[config.mk]
export PLATFORM = sky130hd
export DESIGN_NAME = seq_decoder_flat
export DESIGN_NICKNAME = d
export VERILOG_FILES = /design/src/rtl/seq_decoder_if.sv /design/src/rtl/seq_decoder.sv /design/src/flat_wrapper.sv
export SDC_FILE = /design/constraint.sdc
export NUM_CORES = 1
export LEC_CHECK = 0
export ABC_AREA = 1
export CORE_AREA = 8 8 52 54
export CTS_CLUSTER_DIAMETER = 60
export DETAILED_ROUTE_END_ITERATION = 10
export DIE_AREA = 0 0 60 62
export PLACE_DENSITY = 0.83
export REMOVE_ABC_BUFFERS = 1
export SYNTH_ARGS = -nofsm -noshare
export SYNTH_HDL_FRONTEND = slang
export SYNTH_SLANG_ARGS = --single-unit
[constraint.sdc]
create_clock -name clk -period 2.65 [get_ports clk]
set_input_delay 0.53 -clock clk [delete_from_list [all_inputs] [get_ports clk]]
set_output_delay 0.53 -clock clk [all_outputs]
set_load 0.02 [all_outputs]
[src/rtl/seq_decoder_if.sv]
// Handshake/decode bundle for seq_decoder: select input side and one-hot output side.
interface seq_decoder_if #(
   parameter int IN_W = 2
) ();
   localparam int OUT_W = 2 ** IN_W;

   logic             en;
   logic             mode;
   logic             in_valid;
   logic [IN_W-1:0]  in;
   logic             in_ready;
   logic [OUT_W-1:0] out;
   logic             out_valid;
   logic [IN_W-1:0]  idx;
   logic             wrap;

   modport slave (
      input  en, mode, in_valid, in,
      output in_ready, out, out_valid, idx, wrap
   );

   modport master (
      output en, mode, in_valid, in,
      input  in_ready, out, out_valid, idx, wrap
   );
endinterface

[src/rtl/seq_decoder.sv]
// Registered one-hot decoder: DIRECT decodes accepted selects, SCAN sweeps all
// outputs with a programmable dwell per step.
module seq_decoder #(
   parameter int IN_W  = 2,
   parameter int DWELL = 4
) (
   input  logic         clk,
   input  logic         rst_n,
   seq_decoder_if.slave bus
);
   localparam int OUT_W = 2 ** IN_W;
   localparam int CNT_W = (DWELL > 1) ? $clog2(DWELL) : 1;
   localparam logic [IN_W-1:0] IDX_MAX = '1;

   typedef enum logic [1:0] {IDLE, DIRECT, SCAN} state_e;

   state_e           state_q;
   logic [OUT_W-1:0] out_q;
   logic             out_valid_q;
   logic [IN_W-1:0]  idx_q;
   logic             wrap_q;
   logic [CNT_W-1:0] dwell_q;

   logic             accept;
   logic [IN_W-1:0]  idx_d;
   logic [IN_W-1:0]  idx_inc;
   logic             dwell_done;

   function automatic logic [OUT_W-1:0] onehot(input logic [IN_W-1:0] sel);
      return OUT_W'(1) << sel;
   endfunction

   assign bus.in_ready  = (state_q == DIRECT) && bus.en;
   assign bus.out       = out_q;
   assign bus.out_valid = out_valid_q;
   assign bus.idx       = idx_q;
   assign bus.wrap      = wrap_q;

   assign accept     = bus.in_ready && bus.in_valid;
   // A select accepted on the same edge as a switch to SCAN becomes the scan start.
   assign idx_d      = accept ? bus.in : idx_q;
   assign idx_inc    = idx_q + IN_W'(1);
   assign dwell_done = (dwell_q == CNT_W'(DWELL - 1));

   // NOTE: all state is updated with non-blocking assignments so every register
   // samples pre-edge values regardless of statement order in this block.
   always_ff @(posedge clk or negedge rst_n) begin
      if (!rst_n) begin
         state_q     <= IDLE;
         out_q       <= '0;
         out_valid_q <= 1'b0;
         idx_q       <= '0;
         wrap_q      <= 1'b0;
         dwell_q     <= '0;
      end else begin
         wrap_q <= 1'b0;
         case (state_q)
            IDLE: begin
               if (bus.en) begin
                  if (bus.mode) begin
                     state_q     <= SCAN;
                     dwell_q     <= '0;
                     out_q       <= onehot(idx_q);
                     out_valid_q <= 1'b1;
                  end else begin
                     state_q <= DIRECT;
                  end
               end
            end
            DIRECT: begin
               if (!bus.en) begin
                  state_q     <= IDLE;
                  out_q       <= '0;
                  out_valid_q <= 1'b0;
               end else begin
                  if (accept || bus.mode) begin
                     idx_q       <= idx_d;
                     out_q       <= onehot(idx_d);
                     out_valid_q <= 1'b1;
                  end
                  if (bus.mode) begin
                     state_q <= SCAN;
                     dwell_q <= '0;
                  end
               end
            end
            SCAN: begin
               if (!bus.en) begin
                  state_q     <= IDLE;
                  out_q       <= '0;
                  out_valid_q <= 1'b0;
                  dwell_q     <= '0;
               end else if (!bus.mode) begin
                  state_q <= DIRECT;
                  dwell_q <= '0;
               end else if (dwell_done) begin
                  dwell_q <= '0;
                  idx_q   <= idx_inc;
                  out_q   <= onehot(idx_inc);
                  wrap_q  <= (idx_q == IDX_MAX);
               end else begin
                  dwell_q <= dwell_q + CNT_W'(1);
               end
            end
            default: state_q <= IDLE;
         endcase
      end
   end
endmodule

[src/flat_wrapper.sv]
// flat-port wrapper written by rule: the top's interface ports become plain ports
module seq_decoder_flat 
#(
   parameter int IN_W  = 2,
   parameter int DWELL = 4
)
  (clk, rst_n, bus_en, bus_mode, bus_in_valid, bus_in, bus_in_ready, bus_out, bus_out_valid, bus_idx, bus_wrap);
  seq_decoder_if #(.IN_W(IN_W)) bus_i ();
  input  logic clk;
  input  logic rst_n;
  input wire logic [$bits(bus_i.en)-1:0] bus_en;
  input wire logic [$bits(bus_i.mode)-1:0] bus_mode;
  input wire logic [$bits(bus_i.in_valid)-1:0] bus_in_valid;
  input wire logic [$bits(bus_i.in)-1:0] bus_in;
  output wire logic [$bits(bus_i.in_ready)-1:0] bus_in_ready;
  output wire logic [$bits(bus_i.out)-1:0] bus_out;
  output wire logic [$bits(bus_i.out_valid)-1:0] bus_out_valid;
  output wire logic [$bits(bus_i.idx)-1:0] bus_idx;
  output wire logic [$bits(bus_i.wrap)-1:0] bus_wrap;
  assign bus_i.en = bus_en;
  assign bus_i.mode = bus_mode;
  assign bus_i.in_valid = bus_in_valid;
  assign bus_i.in = bus_in;
  assign bus_in_ready = bus_i.in_ready;
  assign bus_out = bus_i.out;
  assign bus_out_valid = bus_i.out_valid;
  assign bus_idx = bus_i.idx;
  assign bus_wrap = bus_i.wrap;
  seq_decoder #(.IN_W(IN_W), .DWELL(DWELL)) u_core (.clk(clk), .rst_n(rst_n), .bus(bus_i));
endmodule
==> flow_summary.yaml <==
yosys:
  synth_seq_cells: 12
  netlist_top_cells_area: "dfrtp_1 30%, nand2_1 21%, ha_1 15%"
  yosysSeqAreaShare_pct: 30.2
  ys_warn_count: 0
  avgSynthCellArea_um2: 6.68
  synth_cell_type_count: 20
  synth_top_area_share_pct: 30.2
  yosys.area.top_type: "dfrtp_1"
  netlist_area_um2: 996
  syn-instance-count: 149
layout:
  n_fill_cell: 183
  area_growth_pct: 19.2
  insertedDiodeCount: 0
  multi_input_area_um2: 582
  layout-drive-gt1-share_pct: 6.67
  finalNetCount: 186
  utilization_pct: 62.4
  seqCellArea_um2: 300
  instances_no_fill: 192
power_and_ir_drop:
  p_leak_nw: 0.654
  seq_power_share_pct: 25.2
  p_sw_w: 0.000614
  p_clk_share_pct: 9.2
  power.density_mw_per_mm2: 1030
  comb_power_share_pct: 65.6
  peakVddDrop_mv: 0.522
  swShare_pct: 50.4
  p_int_w: 0.000604
grt:
  track_usage_pct: 13.9
  grt_pass1_wl_mm: 3.98
  grt_overflow: 0
  antenna_found_initial: 0
  grt_max_degree: 13
  first_global_vias: 937
clocking:
  h-tree-depth: 1
  post_cts_buffers: 0
  clock-sinks: 12
  clk_pin_slew_ns: 0.07
  insertion_delay_ns: 0.27
  cts_root_buf: "clkbuf_4"
  hold_buffers: 0
  cts_buffers: 3
  clk_path_buf_depth: 2
  cts.repair.resized: 0
  cts_tree: "yes"
drt:
  drc: 0
  firstDrtPassIters: 4
  drtAntennaViolNets: 0
  vias: 994
  wl_mm: 2.33
  viasPerCell: 5.18
  wl_per_cell_um: 12.1
  dr.first_iter.drc_count: 55
worst_hold_path:
  holdCritPathClass: "reg2reg"
timing:
  fin_setup_tns_ns: 0
  slew_headroom_pct: 62.4
  maxSlewViolCount: 0
  setup_viol: 0
  worst_hold_slack_ns: 0.477
  worst_slack_ns: 0.186
  fmax_mhz: 406
  period_needed_ns: 2.46
  skew_ns: 0.00631
  rsz0062_at_grt: "no"
  hold_viol_final: 0
  fin_crit_sh_pct: 93.0
  worst_pin_slew_ns: 0.562
place:
  numPortBuffers: 15
  place_congestion: 0.934
  post-place-ws_ns: 0.283
  place_hpwl_mm: 1.78
  placedCellCount: 189
worst_setup_path:
  crit_path_max_incr_delay_ns: 0.60
  cp_max_fo: 8
  critPathSlowestCell: "clkdlybuf4s50_1"
  regToRegSetupSlack_ns: 0.93
  worstSetupEndpointType: "output port"
  worst_ep_required_time_ns: 2.12
  crit_type: "reg2out"
  path_cells: "inv_1 -> ha_1 -> nand2_4 -> inv_6 -> clkdlybuf4s50_1"
  start_kind: "register"
  cp.arrival_ns: 1.93
die:
  ios: 16
  die_h_um: 62
  die_w_um: 60
  start_util_pct: 52.4
  dieArea_mm2: 0.00372
  core-area_mm2: 0.00190
  fp-row-count: 16
flow_run:
  drv_cap: 0
outcome:
  status: "finished clean"
-- logic make-up (layout without fill, tap and decap cells) --
group	count (synthesis)	in the layout	synth area share (%)
adder cells (fa/ha/maj)	12	12	15.1
AO/OA/AOI/OAI	11	11	6.41
buffers and inverters	26	42	11.4
flip-flops	12	12	30.2
AND/OR/NAND/NOR	88	88	36.9
-- cells in the mapped netlist --
| master | instances |
|---|---|
| buf_4 | 1 |
| nand2_1 | 56 |
| nor2_1 | 14 |
| nand3_1 | 9 |
| o21ai_0 | 6 |
| nor3_1 | 1 |
| nand2_4 | 1 |
| nand2_2 | 2 |
| buf_6 | 1 |
| clkbuf_1 | 1 |
| inv_1 | 21 |
| a21oi_1 | 2 |
| dfrtp_1 | 12 |
| o21ai_2 | 1 |
| nor2_2 | 1 |
| inv_6 | 1 |
| o31ai_1 | 2 |
| nand4_1 | 4 |
| inv_2 | 1 |
| ha_1 | 12 |
-- flip-flops by register name, summed over array words and instances (netlist names) --
signal,flops
u_core.bus.out,4
u_core.bus.idx,2
u_core.dwell_q,2
u_core.state_q,2
u_core.bus.out_valid,1
u_core.bus.wrap,1
-- per-stage QoR --
stage | power, W | instance area [µm²]
5_1_grt | 0.00134 | 1190
2_1_floorplan | 0.000856 | 973
3_3_place_gp | 0.00105 | 1160
4_1_cts | 0.00121 | 1190
6_report | 0.00122 | 1190
3_5_place_dp | 0.00110 | 1160
-- power groups by stage --
| stage | registers (W) | clock network (W) | logic (W) |
|---|---|---|---|
| floorplan | 0.000353 | 0 | 0.000503 |
| global placement | 0.000304 | 0 | 0.000751 |
| detailed placement | 0.000309 | 0 | 0.000786 |
| CTS | 0.000305 | 0.000114 | 0.000795 |
| global route | 0.000313 | 0.000122 | 0.000907 |
| finish | 0.000307 | 0.000112 | 0.000799 |
-- worst paths after layout --
| check | from | endpoint | depth (start not counted) |
|---|---|---|---|
| worst min-delay path | u_core.bus.out[3] | u_core.bus.out[3] | 2 |
| min in group asynchronous | rst_n | u_core.bus.out[2] | 1 |
| worst max register to register | u_core.state_q[0] | u_core.bus.idx[0] | 10 |
| worst max-delay path | u_core.state_q[1] | bus_in_ready | 5 |
| max in group asynchronous | rst_n | u_core.state_q[1] | 1 |
| worst min register to register | u_core.bus.out[3] | u_core.bus.out[3] | 2 |
-- layer usage --
metal	track usage, %	vias up	wire length [µm]
met2	24.3	51	1060
li1	-	493	-
met5	0	-	0
met1	16.5	437	992
met3	1.03	13	182
met4	7.82	0	92
-- critical path: cells and delay by family (launching register included) --
family,cells,cell delay [ns]
buffers and inverters,3,0.81
flip-flops,1,0.41
adder cells (fa/ha/maj),1,0.33
AND/OR/NAND/NOR,1,0.11
-- cell type report --
class | instances | share of cell area, %
clock buffers | 3 | 1.90
well taps | 27 | 2.85
flip-flops and latches | 12 | 25.3
repair buffers | 16 | 13.3
inverters | 23 | 7.69
multi-input cells | 111 | 49.0
-- layout by cell type, fill, tap and decap left out, drive strengths merged --
| cell type | instances |
|---|---|
| nand2 | 59 |
| inv | 23 |
| clkdlybuf4s50 | 15 |
| nor2 | 15 |
| ha | 12 |
| dfrtp | 12 |
| nand3 | 9 |
| o21ai | 7 |
| nand4 | 4 |
| clkbuf | 3 |
| a21oi | 2 |
| o31ai | 2 |
| nor3 | 1 |
| buf | 1 |
Power figures use the tool's default switching activity.
